<file path="config.mk">
export PLATFORM = sky130hd
export DESIGN_NAME = core_alu_serial
export DESIGN_NICKNAME = d
export VERILOG_FILES = /design/src/rtl/core_alu_serial.sv
export SDC_FILE = /design/constraint.sdc
export NUM_CORES = 1
export LEC_CHECK = 0
export ABC_AREA = 1
export ABC_CLOCK_PERIOD_IN_PS = 9700
export CORE_MARGIN = 8
export CORE_UTILIZATION = 47
export DETAILED_ROUTE_END_ITERATION = 8
export PLACE_DENSITY_LB_ADDON = 0.3
export SLEW_MARGIN = 0
export SYNTH_ARGS = -nofsm -noshare
export SYNTH_HDL_FRONTEND = slang
export SYNTH_SLANG_ARGS = --single-unit
</file>
<file path="constraint.sdc">
create_clock -name I_clock -period 9.7 [get_ports I_clock]
set_clock_uncertainty 0.2 [all_clocks]
set_input_delay 1.455 -clock I_clock [delete_from_list [all_inputs] [get_ports I_clock]]
set_output_delay 1.455 -clock I_clock [all_outputs]
set_load 0.01 [all_outputs]
</file>
<file path="src/rtl/core_alu_serial.sv">
// core_alu_serial: byte-serial W-bit ALU (W = 8*BYTES) with optional BCD add/subtract,
// valid/ready/done handshake and abort. One 8-bit slice is reused for every byte;
// ops 0-6 walk LSB-first, lsr/ror walks MSB-first. Results and flags only change at
// completion, so an aborted job leaves the previous outputs intact.
module core_alu_serial #(
    parameter int BYTES      = 2,
    parameter int DECIMAL_EN = 1
) (
    input  logic                 I_clock,
    input  logic                 I_reset_n,
    input  logic                 I_valid,
    output logic                 O_ready,
    input  logic                 I_abort,
    input  logic [2:0]           I_op,
    input  logic                 I_invert_rhs,
    input  logic                 I_clear_carry,
    input  logic                 I_decimal,
    input  logic                 I_bit,
    input  logic                 I_mask_p,
    input  logic [8*BYTES-1:0]   I_lhs,
    input  logic [8*BYTES-1:0]   I_rhs,
    input  logic                 I_carry,
    input  logic                 I_overflow,
    input  logic                 I_sign,
    input  logic                 I_zero,
    output logic [8*BYTES-1:0]   O_result,
    output logic                 O_carry,
    output logic                 O_overflow,
    output logic                 O_sign,
    output logic                 O_zero,
    output logic                 O_done
);

    localparam int W  = 8 * BYTES;
    localparam int KW = (BYTES > 1) ? $clog2(BYTES) : 1;
    localparam logic [KW-1:0] LAST = KW'(BYTES - 1);

    typedef enum logic {
        S_IDLE,
        S_RUN
    } state_t;

    typedef enum logic [2:0] {
        OP_LHS = 3'd0,
        OP_RHS = 3'd1,
        OP_ADC = 3'd2,
        OP_AND = 3'd3,
        OP_OR  = 3'd4,
        OP_XOR = 3'd5,
        OP_ASL = 3'd6,
        OP_LSR = 3'd7
    } op_t;

    // control / sequencing state
    state_t          state_q, state_d;
    logic [KW-1:0]   k_q, k_d;
    logic            c_q, c_d;          // inter-byte carry / shift bit
    logic [W-1:0]    acc_q, acc_d;      // partial result, published only at completion
    logic [W-1:0]    result_q, result_d;
    logic [3:0]      flags_q, flags_d;  // {C, V, N, Z}
    logic            done_q, done_d;

    // job captured at the accept edge
    op_t             op_q;
    logic            inv_q, dec_q, bit_q, mask_q;
    logic [W-1:0]    lhs_q, rhs_q;
    logic            cf_q, vf_q, nf_q, zf_q;

    // byte-slice datapath
    logic            accept;
    logic [W-1:0]    rhs_eff;
    logic [KW-1:0]   idx;
    logic [7:0]      lhs_b, rhs_b, res_b;
    logic [8:0]      bin9;
    logic [4:0]      lo5, hi5;
    logic            lo_dc, hi_dc;
    logic [3:0]      lo_nib, hi_nib;
    logic            v_b, cout;
    logic [W-1:0]    acc_nx;
    logic [3:0]      fin_flags;

    assign accept     = (state_q == S_IDLE) && I_valid;
    assign O_ready    = (state_q == S_IDLE);
    assign O_result   = result_q;
    assign O_carry    = flags_q[3];
    assign O_overflow = flags_q[2];
    assign O_sign     = flags_q[1];
    assign O_zero     = flags_q[0];
    assign O_done     = done_q;

    // Capture the whole request on accept so inputs are free to change afterwards.
    always_ff @(posedge I_clock or negedge I_reset_n) begin
        if (!I_reset_n) begin
            op_q   <= OP_LHS;
            inv_q  <= 1'b0;
            dec_q  <= 1'b0;
            bit_q  <= 1'b0;
            mask_q <= 1'b0;
            lhs_q  <= '0;
            rhs_q  <= '0;
            cf_q   <= 1'b0;
            vf_q   <= 1'b0;
            nf_q   <= 1'b0;
            zf_q   <= 1'b0;
        end else if (accept) begin
            op_q   <= op_t'(I_op);
            inv_q  <= I_invert_rhs;
            dec_q  <= I_decimal && (DECIMAL_EN != 0);
            bit_q  <= I_bit;
            mask_q <= I_mask_p;
            lhs_q  <= I_lhs;
            rhs_q  <= I_rhs;
            cf_q   <= I_carry;
            vf_q   <= I_overflow;
            nf_q   <= I_sign;
            zf_q   <= I_zero;
        end
    end

    // FSM state, byte counter, carry chain, accumulator and output registers.
    always_ff @(posedge I_clock or negedge I_reset_n) begin
        if (!I_reset_n) begin
            state_q  <= S_IDLE;
            k_q      <= '0;
            c_q      <= 1'b0;
            acc_q    <= '0;
            result_q <= '0;
            flags_q  <= '0;
            done_q   <= 1'b0;
        end else begin
            state_q  <= state_d;
            k_q      <= k_d;
            c_q      <= c_d;
            acc_q    <= acc_d;
            result_q <= result_d;
            flags_q  <= flags_d;
            done_q   <= done_d;
        end
    end

    // One byte of the selected operation plus the flags that completion would publish.
    always_comb begin
        rhs_eff = inv_q ? ~rhs_q : rhs_q;
        idx     = (op_q == OP_LSR) ? (LAST - k_q) : k_q;

        lhs_b = '0;
        rhs_b = '0;
        for (int unsigned i = 0; i < BYTES; i++) begin
            if (idx == KW'(i)) begin
                lhs_b = lhs_q[i*8 +: 8];
                rhs_b = rhs_eff[i*8 +: 8];
            end
        end

        bin9 = {1'b0, lhs_b} + {1'b0, rhs_b} + {8'd0, c_q};

        // BCD: addition corrects nibbles that exceed 9; subtraction (rhs already
        // complemented) corrects nibbles that produced no carry, i.e. borrowed.
        lo5 = {1'b0, lhs_b[3:0]} + {1'b0, rhs_b[3:0]} + {4'd0, c_q};
        if (!inv_q) begin
            lo_dc  = (lo5 > 5'd9);
            lo_nib = lo_dc ? (lo5[3:0] + 4'd6) : lo5[3:0];
        end else begin
            lo_dc  = lo5[4];
            lo_nib = lo_dc ? lo5[3:0] : (lo5[3:0] - 4'd6);
        end
        hi5 = {1'b0, lhs_b[7:4]} + {1'b0, rhs_b[7:4]} + {4'd0, lo_dc};
        if (!inv_q) begin
            hi_dc  = (hi5 > 5'd9);
            hi_nib = hi_dc ? (hi5[3:0] + 4'd6) : hi5[3:0];
        end else begin
            hi_dc  = hi5[4];
            hi_nib = hi_dc ? hi5[3:0] : (hi5[3:0] - 4'd6);
        end

        // binary overflow of this byte, taken before any decimal correction
        v_b = (lhs_b[7] == rhs_b[7]) && (bin9[7] != lhs_b[7]);

        res_b = lhs_b;
        cout  = c_q;
        unique case (op_q)
            OP_LHS: res_b = lhs_b;
            OP_RHS: res_b = rhs_b;
            OP_ADC: begin
                if (dec_q) begin
                    res_b = {hi_nib, lo_nib};
                    cout  = hi_dc;
                end else begin
                    res_b = bin9[7:0];
                    cout  = bin9[8];
                end
            end
            OP_AND: res_b = lhs_b & rhs_b;
            OP_OR:  res_b = lhs_b | rhs_b;
            OP_XOR: res_b = lhs_b ^ rhs_b;
            OP_ASL: begin
                res_b = {lhs_b[6:0], c_q};
                cout  = lhs_b[7];
            end
            OP_LSR: begin
                res_b = {c_q, lhs_b[7:1]};
                cout  = lhs_b[0];
            end
            default: res_b = lhs_b;
        endcase

        acc_nx = acc_q;
        for (int unsigned i = 0; i < BYTES; i++) begin
            if (idx == KW'(i)) begin
                acc_nx[i*8 +: 8] = res_b;
            end
        end

        // On the final byte acc_nx is the full result and, for adc, the current
        // byte is the top byte, so v_b is the top-byte overflow.
        if (mask_q) begin
            fin_flags[3] = (op_q == OP_ADC || op_q == OP_ASL || op_q == OP_LSR) ? cout : cf_q;
            fin_flags[2] = bit_q ? rhs_q[W-2] : ((op_q == OP_ADC) ? v_b : vf_q);
            fin_flags[1] = bit_q ? rhs_q[W-1] : acc_nx[W-1];
            fin_flags[0] = (acc_nx == '0);
        end else begin
            fin_flags = {cf_q, vf_q, nf_q, zf_q};
        end
    end

    // Next-state logic: accept, per-byte stepping, abort and completion.
    always_comb begin
        state_d  = state_q;
        k_d      = k_q;
        c_d      = c_q;
        acc_d    = acc_q;
        result_d = result_q;
        flags_d  = flags_q;
        done_d   = 1'b0;

        unique case (state_q)
            S_IDLE: begin
                if (I_valid) begin
                    state_d = S_RUN;
                    k_d     = '0;
                    c_d     = I_carry & ~I_clear_carry;
                    acc_d   = '0;
                end
            end
            S_RUN: begin
                if (I_abort) begin
                    state_d = S_IDLE;
                end else begin
                    acc_d = acc_nx;
                    c_d   = cout;
                    if (k_q == LAST) begin
                        state_d  = S_IDLE;
                        result_d = acc_nx;
                        flags_d  = fin_flags;
                        done_d   = 1'b1;
                    end else begin
                        k_d = k_q + KW'(1);
                    end
                end
            end
            default: state_d = S_IDLE;
        endcase
    end

endmodule

</file>
* Yosys cells after proc, flatten, opt, wreduce, memory -nomap -nowiden *
Cells that the tools add are included.

operators by class
  add/subtract/negate cells = 12
  magnitude comparators = 2
  eq/ne operators = 11
  muxes and demuxes = 40
  bitwise operators = 8
  reductions and logical operators = 8

operators with widths
  kind                                                                  number
  8-bit case mux with 8 select lines                                    1
  16-bit two-way mux                                                    3
  8-bit two-way mux                                                     5
  16-bit case mux with 2 select lines                                   1
  4-bit two-way mux                                                     7
  1-bit two-way mux                                                     19
  16-bit zero test                                                      1
  16-bit NOT                                                            1
  3-bit == test, second input constant                                  4
  4-bit by 4-bit adder with 5-bit output                                2
  5-bit by 1-bit adder with 5-bit output                                2
  5-bit by 4-bit > comparator with 1-bit output, second input constant  2
  8-bit by 8-bit adder with 9-bit output                                1
  9-bit by 1-bit adder with 9-bit output                                1
  4-bit by 3-bit adder with 4-bit output, second input constant         2
  8-bit bitwise AND                                                     1
  8-bit OR                                                              1
  4-bit by 3-bit subtractor with 4-bit output, second input constant    2
  8-bit bitwise XOR                                                     1
  3-bit by 2-bit == test with 1-bit output, second input constant       2
  1-bit case mux with 2 select lines                                    3
  2-bit != test, second input constant                                  2
  3-bit by 1-bit == test with 1-bit output, second input constant       1
  3-bit zero test                                                       1
  other kinds (11)                                                      15

storage, ports and cells
  flip-flop bits (word level) = 83
  input bits = 48
  output and inout bits = 22
  logic and storage cells = 99

* Depth between registers and ports, before layout *
  depth in word-level cells = 16
  mapped depth = 39
  gate-level depth less buffers = 37

* Worst setup path before layout *
Ideal clock, no wire load.

  path type = flip-flop to flip-flop
  from = reg op_q[2]
  to = reg flags_q[0]
  library setup time = 0.122 ns
  arrival time = 4.760 ns
  required time = 9.378 ns
  setup slack = 4.618 ns
  stages on the path, launching flop included = 37
  buffers on the path = 3
  clock period less this slack = 5.082 ns
  cells stage by stage = dfrtp_1 buf_4 nand3_2 nand2_2 nand2_2 buf_6 buf_6 nand2_1 nand2_1 xor2_1 ha_1 a21oi_1 nand3_1 nand2_2 nand2_2 o21ai_0 fa_1 inv_1 fa_1 xor2_1 ha_1 inv_1 or2_2 nand3_1 nand2_1 nand3_1 o21ai_0 o21ai_0 nand3_1 nand2_1 o21ai_2 o21ai_1 nor2_1 nand3_1 nor2_1 nand2_1 a21oi_2

on the way
  cells in the longest elaborated chain, start to end = 16
  elaborated cells between the ends (all ways) = 39
  those cells by class = 10 x add/sub; 2 x order compare; 7 x eq/ne; 15 x mux; 3 x bitwise; 2 x reduce/logical

ends and longest elaborated chain
  element                                                         line      text
  from (decl)                                                     64        op_t op_q;
  from (signal assigned)                                          106       op_q <= op_t'(I_op);
  3-bit == test                                                   144, 181
  1-bit two-way mux                                               144       idx = (op_q == OP_LSR) ? (LAST - k_q) : k_q;
  8-bit two-way mux                                               149       if (idx == KW'(i)) begin
  4-bit by 4-bit adder with 5-bit output                          159       lo5 = {1'b0, lhs_b[3:0]} + {1'b0, rhs_b[3:0]} + {4'd0, c_q};
  5-bit by 1-bit adder with 5-bit output                          159
  5-bit by 4-bit > comparator with 1-bit output                   161       lo_dc = (lo5 > 5'd9);
  1-bit two-way mux                                               160       if (!inv_q) begin
  5-bit by 1-bit adder with 5-bit output                          167       hi5 = {1'b0, lhs_b[7:4]} + {1'b0, rhs_b[7:4]} + {4'd0, lo_dc};
  4-bit by 3-bit adder with 4-bit output (tied with other cells)  170       hi_nib = hi_dc ? (hi5[3:0] + 4'd6) : hi5[3:0];
  4-bit two-way mux, on equally long branches                     170, 173
  4-bit two-way mux                                               168       if (!inv_q) begin
  8-bit two-way mux                                               185       if (dec_q) begin
  8-bit case mux with 8 select lines                              181       unique case (op_q)
  8-bit two-way mux                                               209       if (idx == KW'(i)) begin
  16-bit zero test (*)                                            220       fin_flags[0] = (acc_nx == '0);
  4-bit two-way mux (*)                                           216       if (mask_q) begin
  to (signal assigned)                                            136       flags_q <= flags_d;
  to (decl)                                                       60        logic [3:0] flags_q, flags_d;

Every way passes the cells marked *; elsewhere a longest branch is shown, timed or not.
A chain may end at the register's enable or synchronous reset.

* Worst setup path after layout *
Same ends and word-level chain as after synthesis.

==> results.json <==
{
  "n_fill_cell": 1077,
  "start_kind": "flop",
  "final_util_pct": 56.9,
  "ff_latch_area_sq_um": 2080,
  "grt_pass1_vias": 5063,
  "syn_avg_cell_area_sq_um": 7.12,
  "cts.sinks": 83,
  "synth-edff-count": 0,
  "track_usage_pct": 20.9,
  "synth-seq-area-share_pct": 39.0,
  "final_antenna_net_count": 0,
  "overflow": 0,
  "power_frac_seq_pct": 22.4,
  "placementRows": 39,
  "r2r.worst_path.cells": 34,
  "p_int_mw": 1.22,
  "viasPerCell": 5.36,
  "end_kind": "flop",
  "synth_area_leaders": "dfrtp_1 (39%), nand2_1 (21%), nand3_1 (5.2%)",
  "ctsRootBufferMaster": "clkbuf_16",
  "switching_share_pct": 48.9,
  "syn_to_final_growth_pct": 19.8,
  "placed_cells": 933,
  "grt_antenna_before_repair": 0,
  "power.leakage_nw": 3.26,
  "synth_compound_area_share_pct": 12.2,
  "critPathArrivalTime_ns": 6.64,
  "clock_path_buffers": 2,
  "power_mw": 2.38,
  "worstMarginPinSlew_ns": 1.03,
  "cts_tree": "yes",
  "rr_startpoint": "op_q[2]",
  "wl_per_cell_um": 15.9,
  "finalMaxSlewViolations": 0,
  "dpl.hpwl_mm": 11.1,
  "dr.first_iter.drc_count": 355,
  "crit_type": "reg2reg",
  "die_h_um": 122,
  "final_nets": 871,
  "hold_viol_final": 0,
  "grt_pass1_wl_mm": 25.0,
  "holdBufCountCts": 0,
  "multi_input_area_sq_um": 2810,
  "core_sq_um": 11200,
  "status": "completed",
  "die_area_sq_um": 15000,
  "cp.required_ns": 9.73,
  "clockPowerShare_pct": 15.6,
  "layout-drive-gt1-share_pct": 6.70,
  "cap_viol_max_count": 0,
  "instances_no_fill": 949,
  "combPwrFrac_pct": 62.0,
  "initial_core_util_pct": 47.5,
  "maxSlewHeadroom_pct": 31.4,
  "place_ws_ns": 3.20,
  "period_share_pct": 68.2,
  "min_to": "lhs_q[12]",
  "setup_viol": 0,
  "fin_area_sq_um": 6380,
  "hold_depth": 2,
  "die-width_um": 122,
  "fin_hold_ws_ns": 0.287,
  "yosys.area.top_type": "dfrtp_1",
  "slowest_stage": "inv_2",
  "drt_wl_total_mm": 15.0,
  "place_congestion": 0.972,
  "dr.pass1.iters": 5,
  "portBuffers": 69,
  "clock_latency_ns": 0.34,
  "synth_top_area_share_pct": 39.0,
  "synth_area_sq_um": 5330,
  "peakVddDrop_mv": 0.224,
  "min_path_type": "reg2reg",
  "power.density_nw_per_um2": 373,
  "regToRegSetupSlack_ns": 3.09,
  "clk_pin_slew_worst_paths_ns": 0.06,
  "synthAdderAreaFrac_pct": 5.45,
  "cts_buffers": 9,
  "post-cts-setup-buffers": 0,
  "postSynth.asyncResetShare_pct": 100,
  "place_area_sq_um": 6060,
  "vias": 5084,
  "critPathMaxFanout": 35,
  "period_needed_ns": 6.61,
  "fin_ws_ns": 3.09,
  "synth_top_family_by_area": "simple AND/OR/NAND/NOR gates",
  "cts-resized-gates": 0,
  "min-delay-start": "lhs_q[12]",
  "reg2reg_to": "flags_q[0]",
  "drc": 0,
  "synth-xor-area-share_pct": 1.62,
  "htreeDepth": 3,
  "yosys.area_share.simple_pct": 33.5,
  "syn-instance-count": 748,
  "yosysUniqueCellTypes": 41,
  "rsz0062_at_grt": "no",
  "synth-seq-cells": 83,
  "num_antenna_cells": 0,
  "ys.flop_type": "dfrtp_1",
  "yosysWarningCount": 0,
  "grt_max_degree": 84,
  "p_sw_mw": 1.16,
  "fmax_mhz": 151,
  "io_pins": 70,
  "cpPeakStageDelay_ns": 0.56,
  "muxShareOfSynthArea_pct": 0,
  "final.setup.tns_ns": 0,
  "syn-num-nets": 818
}
## synthesized netlist by cell type, types with 2 or more instances
cell type	instances
nand2_1	295
dfrtp_1	83
inv_1	70
nand3_1	55
o21ai_0	45
nor2_1	31
ha_1	20
a21oi_1	19
clkbuf_1	17
nand2_2	12
o21ai_1	10
o221ai_1	8
o22ai_1	8
xor2_1	8
nand2_4	7
o211ai_1	6
buf_2	5
nand4_1	5
inv_2	4
o21ai_2	4
or2_1	4
buf_4	3
buf_6	3
or2_2	3
a211oi_1	2
a221oi_1	2
a2bb2oi_1	2
fa_1	2
nor3_1	2
nor4_1	2
## worst max-delay path: cells and delay by family, from the launching register on
kind	cells	cell delay [ns]
xor+xnor	2	0.52
simple gates	18	2.33
buf+inv	3	0.66
fa+ha+maj	4	1.16
compound gates	7	1.10
flops	1	0.50
## sequential cells by signal, indices dropped and copies added, names as in the netlist, 3 cells and up
name,cells
rhs_q,16
O_result,16
lhs_q,16
acc_q,16
flags_q,4
op_q,3
## cell families after synthesis
group                      count (synthesis)
buffers and inverters                    105
AOI/OAI and AO/OA                        110
and+or+nand+nor                          419
adders and majority gates                 22
xor gates and xnor gates                   9
DFF                                       83
## how the worst max path moves through the flow
| stage | endpoint | cells past startpoint | startpoint | slack, ns |
|---|---|---|---|---|
| 6_report | flags_q[0] | 34 | op_q[2] | 3.09 |
| 5_1_grt | flags_q[0] | 34 | op_q[0] | 2.46 |
| 4_1_cts | flags_q[0] | 34 | op_q[2] | 3.15 |
| 3_5_place_dp | flags_q[0] | 34 | op_q[2] | 3.20 |
| 3_3_place_gp | flags_q[0] | 34 | op_q[0] | 3.47 |
| 2_1_floorplan | flags_q[0] | 36 | op_q[2] | 4.62 |
## layer usage
layer | global-route usage [%] | part of all wire [%] | up-vias
li1 | - | - | 2506
met1 | 28.3 | 47 | 2388
met2 | 31.7 | 44 | 172
met3 | 4.78 | 6.5 | 18
met4 | 8.15 | 1.9 | 0
met5 | 0 | 0 | -
## layout by cell type, fill, tap and decap left out, types with 2 or more instances in the layout
| cell type | Yosys | routed |
|---|---|---|
| nand2_1 | 295 | 295 |
| dfrtp_1 | 83 | 83 |
| inv_1 | 70 | 70 |
| clkdlybuf4s50_1 | 0 | 68 |
| nand3_1 | 55 | 55 |
| o21ai_0 | 45 | 45 |
| nor2_1 | 31 | 31 |
| ha_1 | 20 | 20 |
| a21oi_1 | 19 | 19 |
| nand2_2 | 12 | 12 |
| o21ai_1 | 10 | 10 |
| clkbuf_16 | 0 | 9 |
| xor2_1 | 8 | 8 |
| o22ai_1 | 8 | 8 |
| o221ai_1 | 8 | 8 |
| nand2_4 | 7 | 7 |
| o211ai_1 | 6 | 6 |
| nand4_1 | 5 | 5 |
| inv_2 | 4 | 4 |
| or2_1 | 4 | 4 |
| o21ai_2 | 4 | 4 |
| or2_2 | 3 | 3 |
| buf_4 | 3 | 3 |
| a211oi_1 | 2 | 2 |
| nor3_1 | 2 | 2 |
| a221oi_1 | 2 | 2 |
| nor4_1 | 2 | 2 |
| a2bb2oi_1 | 2 | 2 |
| fa_1 | 2 | 2 |
| bufinv_16 | 0 | 2 |
| inv_6 | 0 | 2 |
## final cells by class
cell class | count | area share, %
timing repair buffer | 71 | 11.0
inverter | 76 | 4.51
sequential | 83 | 32.5
tap | 143 | 2.80
clock inverter | 7 | 1.55
clock buffer | 9 | 3.53
multi-input combinational | 560 | 44.1
## power groups by stage
stage                     logic (mW)  clock network (mW)  registers, mW
final                           1.48               0.372          0.534
after global routing            1.67               0.396          0.545
after CTS                       1.46               0.378          0.532
after detailed placement        1.45                   0          0.536
after global placement          1.41                   0          0.534
after floorplan                 1.07                   0          0.526
(Power assumes the default switching activity.)
